File: config.mk
export PLATFORM = sky130hd
export DESIGN_NAME = bsg_tag_packet_tx
export DESIGN_NICKNAME = d
export VERILOG_FILES = /design/src/rtl/bsg_tag_packet_tx.sv
export SDC_FILE = /design/constraint.sdc
export NUM_CORES = 1
export LEC_CHECK = 0
export CAP_MARGIN = 0
export CORE_MARGIN = 1
export CORE_UTILIZATION = 55
export CTS_CLUSTER_DIAMETER = 200
export DETAILED_ROUTE_END_ITERATION = 8
export GPL_ROUTABILITY_DRIVEN = 0
export HOLD_SLACK_MARGIN = 0.08
export PLACE_DENSITY = 0.81
export SKIP_CTS_REPAIR_TIMING = 1
export SYNTH_ARGS = -nofsm -noshare
export SYNTH_HDL_FRONTEND = slang
export SYNTH_SLANG_ARGS = --single-unit
File: constraint.sdc
create_clock -name clk_i -period 3.63 [get_ports clk_i]
set_input_delay 0.5445 -clock clk_i [delete_from_list [all_inputs] [get_ports clk_i]]
set_output_delay 0.5445 -clock clk_i [all_outputs]
set_load 0.02 [all_outputs]
File: src/rtl/bsg_tag_packet_tx.sv
// Serializer for the bsg_tag configuration bus: turns one parallel command into
// either a client packet or a master-reset run of ones, LSB-first.
module bsg_tag_packet_tx #(
    parameter int els_p               = 32,
    parameter int max_payload_width_p = 10,
    parameter int reset_ones_p        = 32,
    parameter int gap_p               = 1,
    localparam int idw_lp = (els_p > 1) ? $clog2(els_p) : 1,
    localparam int lgw_lp = ($clog2(max_payload_width_p + 1) > 0) ? $clog2(max_payload_width_p + 1) : 1
) (
    input  logic                           clk_i,
    input  logic                           reset_i,
    input  logic                           v_i,
    output logic                           ready_o,
    input  logic                           master_reset_i,
    input  logic [idw_lp-1:0]              node_id_i,
    input  logic                           data_not_reset_i,
    input  logic [lgw_lp-1:0]              len_i,
    input  logic [max_payload_width_p-1:0] payload_i,
    output logic                           tag_data_o,
    output logic                           tag_en_o,
    output logic                           done_o
);

    localparam int pkt_w_lp   = 2 + idw_lp + lgw_lp + max_payload_width_p;
    localparam int cnt_max_lp = (reset_ones_p > pkt_w_lp)
                              ? ((reset_ones_p > gap_p) ? reset_ones_p : gap_p)
                              : ((pkt_w_lp > gap_p) ? pkt_w_lp : gap_p);
    localparam int cnt_w_lp   = $clog2(cnt_max_lp + 1);

    localparam logic [1:0] s_idle  = 2'd0;
    localparam logic [1:0] s_rst   = 2'd1;
    localparam logic [1:0] s_shift = 2'd2;
    localparam logic [1:0] s_gap   = 2'd3;

    localparam logic [lgw_lp-1:0] max_len_lp = lgw_lp'(max_payload_width_p);

    // Handshake: a command transfers on any cycle where v_i and ready_o are both
    // high; ready_o only rises in IDLE, and fields are sampled on that cycle only.

    logic [1:0]          state_r;
    logic [pkt_w_lp-1:0] shift_r;
    logic [cnt_w_lp-1:0] cnt_r;
    logic                tag_data_r;
    logic                tag_en_r;
    logic                done_r;

    logic                accept;
    logic [lgw_lp-1:0]   len_clip;
    logic [pkt_w_lp-1:0] pkt_bits;
    logic [cnt_w_lp-1:0] pkt_last;

    assign ready_o    = (state_r == s_idle) & ~reset_i;
    assign accept     = v_i & ready_o;
    assign tag_data_o = tag_data_r;
    assign tag_en_o   = tag_en_r;
    assign done_o     = done_r;

    always_comb begin
        len_clip = (len_i > max_len_lp) ? max_len_lp : len_i;
        pkt_bits = {payload_i, len_clip, data_not_reset_i, node_id_i, 1'b1};
        // Counter holds the number of bits still to follow the one on the wire.
        pkt_last = cnt_w_lp'(1 + idw_lp + lgw_lp) + cnt_w_lp'(len_clip);
    end

    always_ff @(posedge clk_i or posedge reset_i) begin
        if (reset_i) begin
            state_r    <= s_idle;
            shift_r    <= '0;
            cnt_r      <= '0;
            tag_data_r <= 1'b0;
            tag_en_r   <= 1'b0;
            done_r     <= 1'b0;
        end else begin
            done_r <= 1'b0;
            case (state_r)
                s_idle: begin
                    if (accept) begin
                        tag_en_r <= 1'b1;
                        if (master_reset_i) begin
                            state_r    <= s_rst;
                            tag_data_r <= 1'b1;
                            cnt_r      <= cnt_w_lp'(reset_ones_p - 1);
                        end else begin
                            state_r    <= s_shift;
                            tag_data_r <= pkt_bits[0];
                            shift_r    <= pkt_bits >> 1;
                            cnt_r      <= pkt_last;
                        end
                    end
                end
                s_rst, s_shift: begin
                    if (cnt_r == '0) begin
                        state_r    <= s_gap;
                        tag_data_r <= 1'b0;
                        tag_en_r   <= 1'b0;
                        done_r     <= 1'b1;
                        cnt_r      <= cnt_w_lp'(gap_p - 1);
                    end else begin
                        cnt_r <= cnt_r - 1'b1;
                        if (state_r == s_shift) begin
                            tag_data_r <= shift_r[0];
                            shift_r    <= shift_r >> 1;
                        end
                    end
                end
                s_gap: begin
                    if (cnt_r == '0) state_r <= s_idle;
                    else             cnt_r   <= cnt_r - 1'b1;
                end
                default: state_r <= s_idle;
            endcase
        end
    end

endmodule

==> results of run 1 <==
==> report_power, final <==
group | leakage [uW] | internal, uW | switching [uW]
logic | 0.000535 | 756 | 660
clock network | 0.0000341 | 89.5 | 117
registers | 0.000375 | 530 | 109
==> final timing paths <==
path,startpoint,endpoint,slack [ns],cells after the start
max reg2reg,state_r[1],shift_r[17],1.33,7
min reg2reg,shift_r[11],shift_r[11],0.51,1
min,shift_r[11],shift_r[11],0.51,1
max in group asynchronous,reset_i,shift_r[3],2.12,2
min in group asynchronous,reset_i,cnt_r[0],0.84,2
max,state_r[1],ready_o,0.90,4
==> layout by cell type, fill, tap and decap left out, types with 2 or more instances in the layout <==
master	instances
ha_1	7
dfrtp_1	31
o22ai_1	2
nor2b_1	4
a211o_1	2
clkdlybuf4s50_1	27
buf_4	2
nand2b_1	4
mux2_2	37
a21oi_1	10
o21ai_0	13
nand2_1	9
a32o_1	2
mux2i_1	2
nor3_1	2
nor2_1	5
a22o_1	2
nand3_1	3
nor4_1	2
inv_1	10
o21bai_1	2
clkbuf_4	5
==> routing by layer <==
| layer | part of all wire (%) | up-vias |
|---|---|---|
| li1 | - | 661 |
| met2 | 48 | 68 |
| met4 | 2.0 | 0 |
| met1 | 42 | 673 |
| met3 | 7.9 | 11 |
| met5 | 0 | - |
==> kinds of logic after synthesis <==
| family | Yosys count | share of synthesized area, % |
|---|---|---|
| mux | 40 | 24.8 |
| compound gates | 37 | 13.4 |
| simple gates | 36 | 10.6 |
| flops | 31 | 41.9 |
| buf+inv | 17 | 4.05 |
| fa+ha+maj | 7 | 4.73 |
| xor+xnor | 1 | 0.473 |
==> stage by stage <==
step / setup WS [ns] / hold WS [ns]
2_1_floorplan: 1.80 / 0.474
6_report: 0.900 / 0.508
4_1_cts: 0.897 / 0.514
5_1_grt: 0.790 / 0.528
3_5_place_dp: 1.13 / 0.492
3_3_place_gp: 1.22 / 0.482
==> final cells by class <==
type,count,area share (%)
clock inverter,1,0.226
multi-input combinational,121,45.3
timing repair buffer,29,12.9
clock buffer,6,2.32
tap,44,2.49
inverter,10,1.70
sequential,31,35.1
==> flip-flops by register name, summed over array words and instances (netlist names) <==
register    count
state_r         2
cnt_r           6
done_o          1
tag_data_o      1
tag_en_o        1
shift_r        20
==> PnR_summary.wiki, run 1 <==
{| class="wikitable"
! Metric !! Value
|-
| Initial Util || 59.2%
|-
| Total Power || 2260 uW
|-
| Total area of sequential cells || 776 um2
|-
| Largest fanout on the critical path || 9
|-
| Count of input and output buffers || 27
|-
| Drt wl/cell || 15.0 um
|-
| M3 GR Usage || 6.28%
|-
| Endpoint class of the critical path || primary output
|-
| Vias in the first global route || 1,392
|-
| Ys Warns || 0
|-
| Avg Cell Area, Syn || 11.0 um2
|-
| Final Setup Violations || 0
|-
| Core area || 3130 um2
|-
| Crit-path cells || inv_1 > ha_1 > nor2b_1 > clkdlybuf4s50_1
|-
| Max stage delay cell, worst path || clkdlybuf4s50_1
|-
| Crit path required time || 3.09 ns
|-
| Signed area change from the synthesized netlist to the final layout || 19.4%
|-
| Level count of the clock H-tree || 2
|-
| PwrDens || 1020 nW/um2
|-
| DP Area || 2150 um2
|-
| Static Leakage || 0.000943 uW
|-
| Half-perimeter wire length of the detailed placement result || 2.68 mm
|-
| Setup crit start kind || flop
|-
| Accumulated negative setup slack || 0 ns
|-
| Final-layout fill cell count || 237
|-
| F_max || 0.366 GHz
|-
| Worst Skew || 0.00389 ns
|-
| GRT busiest layer || met2
|-
| Area share of the largest cell type after synthesis || 41.9%
|-
| Pin count of the biggest net entering global routing || 32
|-
| Vias after detailed routing || 1,413
|-
| Ratio of cells with drive above 1 in the final layout || 25.3%
|-
| Result of the run || completed
|-
| Post-synthesis instance total || 169
|-
| Setup repair after global routing missed its margin || false
|-
| Number of flip-flops and latches in the synthesized netlist || 31
|-
| Final routed wirelength across all metal layers || 3.62 mm
|-
| Antenna violations before repair || 0
|-
| Fraction of registers with async set or reset after synthesis || 100%
|-
| Buffer depth of the longest clock path || 2
|-
| Area contributors post-synth || dfrtp_1, mux2_2, ha_1
|-
| Clock-pin slew of the registers on the worst-case setup and hold paths || 0.09 ns
|-
| Residual overflow from global routing || 0
|-
| Met1 GRT Util || 29.3%
|-
| Post-layout util || 70.7%
|-
| Net count after synthesis || 200
|-
| Clock network latency to the later pin of the worst-skew pair || 0.34 ns
|-
| Non-filler instance count after layout || 242
|-
| Count of boundary I/O pins || 28
|-
| Synthesized cell area || 1850 um2
|-
| Total die area || 3600 um2
|-
| Wire length of the first global-routing pass || 6.14 mm
|-
| Count of antenna diodes in the layout || 0
|-
| Sum of buffers and inverters on the critical path || 2
|-
| Number of sinks driven by the clock tree || 31
|-
| CTS tree || yes
|-
| Synth area leader || dfrtp_1
|-
| Area taken by multi-input logic gates || 1000 um2
|-
| Final critical-path required period || 2.73 ns
|-
| Fin area || 2210 um2
|-
| Critical Setup Path Class || flop to primary output
|-
| Register area share after synthesis || 41.9%
|-
| Root Driver || clkbuf_4
|-
| All-layer global routing usage || 23.5%
|-
| Top Family by Delay on Critical Path || buffers and inverters
|-
| Critical path data arrival time || 2.19 ns
|-
| Starting DRC count in detailed routing || 60
|-
| EDFF count, synth || 0
|-
| Number of library cell types mapped by synthesis || 36
|-
| Longest individual stage delay on the worst path || 0.61 ns
|-
| Net count, final || 229
|-
| Residual DRC || 0
|-
| Most instantiated flip-flop cell in the synthesis netlist || dfrtp_1
|-
| Count of maximum capacitance violations || 0
|-
| CTS buffer count || 5
|-
| Rel. slew slack || 24.8%
|-
| Remaining antenna violation count after routing || 0
|-
| Cell with the most instances after synthesis || mux2_2
|-
| Met2 track demand over resource in global routing || 38.1%
|-
| Tightest Pin Transition || 1.13 ns
|-
| Vias per std cell || 5.84
|-
| Inst Count DP || 235
|-
| Worst Hold Class || flop to flop
|-
| Top cell types by occurrence after synthesis || mux2_2, dfrtp_1, o21ai_0
|-
| DIE WIDTH || 60.0 um
|-
| Share of the clock period used by the worst path after layout || 75.2%
|-
| Final Hold Fails || 0
|-
| TritonRoute pass-1 iters || 5
|-
| Die H || 60.0 um
|-
| Peak VDD IR || 716 uV
|-
| Slew Viols, Final || 0
|-
| Cell Rows || 20
|}
Power figures use the tool's default switching activity.
==> run 2, diff against run 1 <==
CORE_UTILIZATION = 48   (was 55)
PLACE_DENSITY = 0.75   (was 0.81)
clock period = 2.5 ns   (was 3.63 ns; I/O delays follow)
==> run 2 against run 1 <==
  * Final area grew 3.0%
  * Register-to-register slack lost 0.93 ns
  * Largest power group unchanged
  * Global-route usage down 3.1 points
  * Combinational power is 47% higher
  * Hold slack worse by 0.12 ns
  * Setup slack worse by 0.68 ns
  * Critical endpoint unchanged
  * Clock-buffer cell count is the same
==> PnR_summary.wiki, run 2 (synthesis gave the netlist of run 1 again) <==
{| class="wikitable"
! Metric !! Value
|-
| Result of the run || completed
|-
| All-layer global routing usage || 20.5%
|-
| Vias per std cell || 5.60
|-
| Most frequent cells in the layout || mux2_2, dfrtp_1, clkdlybuf4s50_1
|-
| Endpoint class of the critical path || primary output
|-
| Setup repair after global routing missed its margin || false
|-
| Die H || 64.1 um
|-
| DIE WIDTH || 64.1 um
|-
| Total Power || 3410 uW
|-
| Total die area || 4110 um2
|-
| Cell Rows || 22
|-
| Clock network latency to the later pin of the worst-skew pair || 0.28 ns
|-
| Crit path required time || 2.12 ns
|-
| Post-layout util || 61.7%
|-
| Max stage delay cell, worst path || clkdlybuf4s50_1
|-
| Register with the most flip-flops || shift_r
|-
| Share of the clock period used by the worst path after layout || 91.2%
|-
| Worst Skew || 0.00936 ns
|-
| Final Hold Fails || 0
|-
| Number of sinks driven by the clock tree || 31
|-
| Setup crit start kind || flop
|-
| Longest individual stage delay on the worst path || 0.61 ns
|-
| Peak VDD IR || 717 uV
|-
| DP Area || 2190 um2
|-
| Critical path data arrival time || 1.91 ns
|-
| Crit-path cells || inv_1 > ha_1 > nor2b_1 > clkdlybuf4s50_1
|-
| Starting DRC count in detailed routing || 61
|-
| Final critical-path required period || 2.28 ns
|-
| Ratio of cells with drive above 1 in the final layout || 26.7%
|-
| Static Leakage || 0.000975 uW
|-
| CTS tree || yes
|-
| Vias in the first global route || 1,439
|-
| Hold slack || 0.388 ns
|-
| TritonRoute pass-1 iters || 4
|-
| Wire length of the first global-routing pass || 6.31 mm
|-
| Pin count of the biggest net entering global routing || 26
|-
| Residual DRC || 0
|-
| Core area || 3690 um2
|-
| Final routed wirelength across all metal layers || 3.72 mm
|-
| Initial Util || 50.2%
|-
| Largest fanout on the critical path || 4
|-
| Half-perimeter wire length of the detailed placement result || 2.73 mm
|-
| CTS buffer count || 5
|-
| Slew Viols, Final || 0
|-
| Root Driver || clkbuf_8
|-
| Drt wl/cell || 14.9 um
|-
| Commonest non-fill, non-tap cell in the layout || mux2_2
|-
| Vias after detailed routing || 1,399
|-
| Rel. slew slack || 64.0%
|-
| Count of input and output buffers || 27
|-
| Residual overflow from global routing || 0
|-
| F_max || 0.438 GHz
|-
| Startpoint of the worst-slack reg-to-reg timing path || cnt_r[0]
|-
| PwrDens || 1500 nW/um2
|-
| Count of boundary I/O pins || 28
|-
| Regs by FF count || shift_r (20), cnt_r (6), state_r (2)
|-
| Max FFs per register || 20
|-
| Buffer depth of the longest clock path || 2
|-
| Level count of the clock H-tree || 2
|-
| Final Setup Violations || 0
|-
| Signed area change from the synthesized netlist to the final layout || 23.0%
|-
| Fin area || 2280 um2
|-
| Remaining antenna violation count after routing || 0
|-
| Tightest Pin Transition || 0.536 ns
|-
| Net count, final || 233
|-
| Antenna violations before repair || 0
|-
| Worst Hold Class || primary input to asynchronous set/reset pin
|-
| Clock-pin slew of the registers on the worst-case setup and hold paths || 0.07 ns
|-
| Critical Setup Path Class || flop to primary output
|-
| Count of maximum capacitance violations || 0
|-
| Worst setup path start || state_r[0]
|-
| Count of antenna diodes in the layout || 0
|-
| Accumulated negative setup slack || 0 ns
|}
==> run 2: cell types whose count changed in the layout (fill, tap and decap cells not counted) <==
cell      delta
clkbuf_8     +5
clkbuf_4     -5
buf_4        +4
==> run 2: critical path, delay by kind of cell (launching register included) <==
kind	cells	cell delay [ns]
fa+ha+maj	1	0.30
buf+inv	2	0.75
flops	1	0.40
simple gates	1	0.17
==> run 2: power breakdown <==
part	internal [uW]	switching [uW]	leakage, uW	total, uW
sequential	772	158	0.000375	930
clock	215	174	0.0000470	389
combinational	1130	962	0.000554	2090
total	2110	1290	0.000975	3410
==> run 2: per-stage QoR <==
step           instances  setup slack [ns]
2_1_floorplan        169             0.704
3_3_place_gp         243             0.278
3_5_place_dp         243             0.180
4_1_cts              250             0.185
5_1_grt              250            0.0953
6_report             250             0.219
==> run 2: final timing paths <==
| kind | endpoint | slack (ns) | cells past startpoint |
|---|---|---|---|
| worst min register to register | shift_r[1] | 0.50 | 1 |
| worst max register to register | shift_r[2] | 0.40 | 7 |
| worst min-delay path | cnt_r[4] | 0.39 | 2 |
| min in group clk_i | shift_r[1] | 0.50 | 1 |
| max in group asynchronous | shift_r[4] | 1.48 | 3 |
| worst max-delay path | ready_o | 0.22 | 4 |
==> run 2: layer usage <==
layer / global-route usage (%) / up-vias / wire (um)
met4: 10.3 / 0 / 116
met5: 0 / - / 0
met1: 22.8 / 661 / 1530
met2: 35.8 / 54 / 1880
li1: - / 673 / -
met3: 5.36 / 11 / 192
==> run 2: layout make-up <==
class / count / area [um2]
fillers: 328 / 1410
multi-input cells: 121 / 1000
flip-flops and latches: 31 / 776
repair buffers: 33 / 315
clock buffers: 6 / 82.6
well taps: 48 / 60.1
inverters: 10 / 37.5
clock inverters: 1 / 5.00
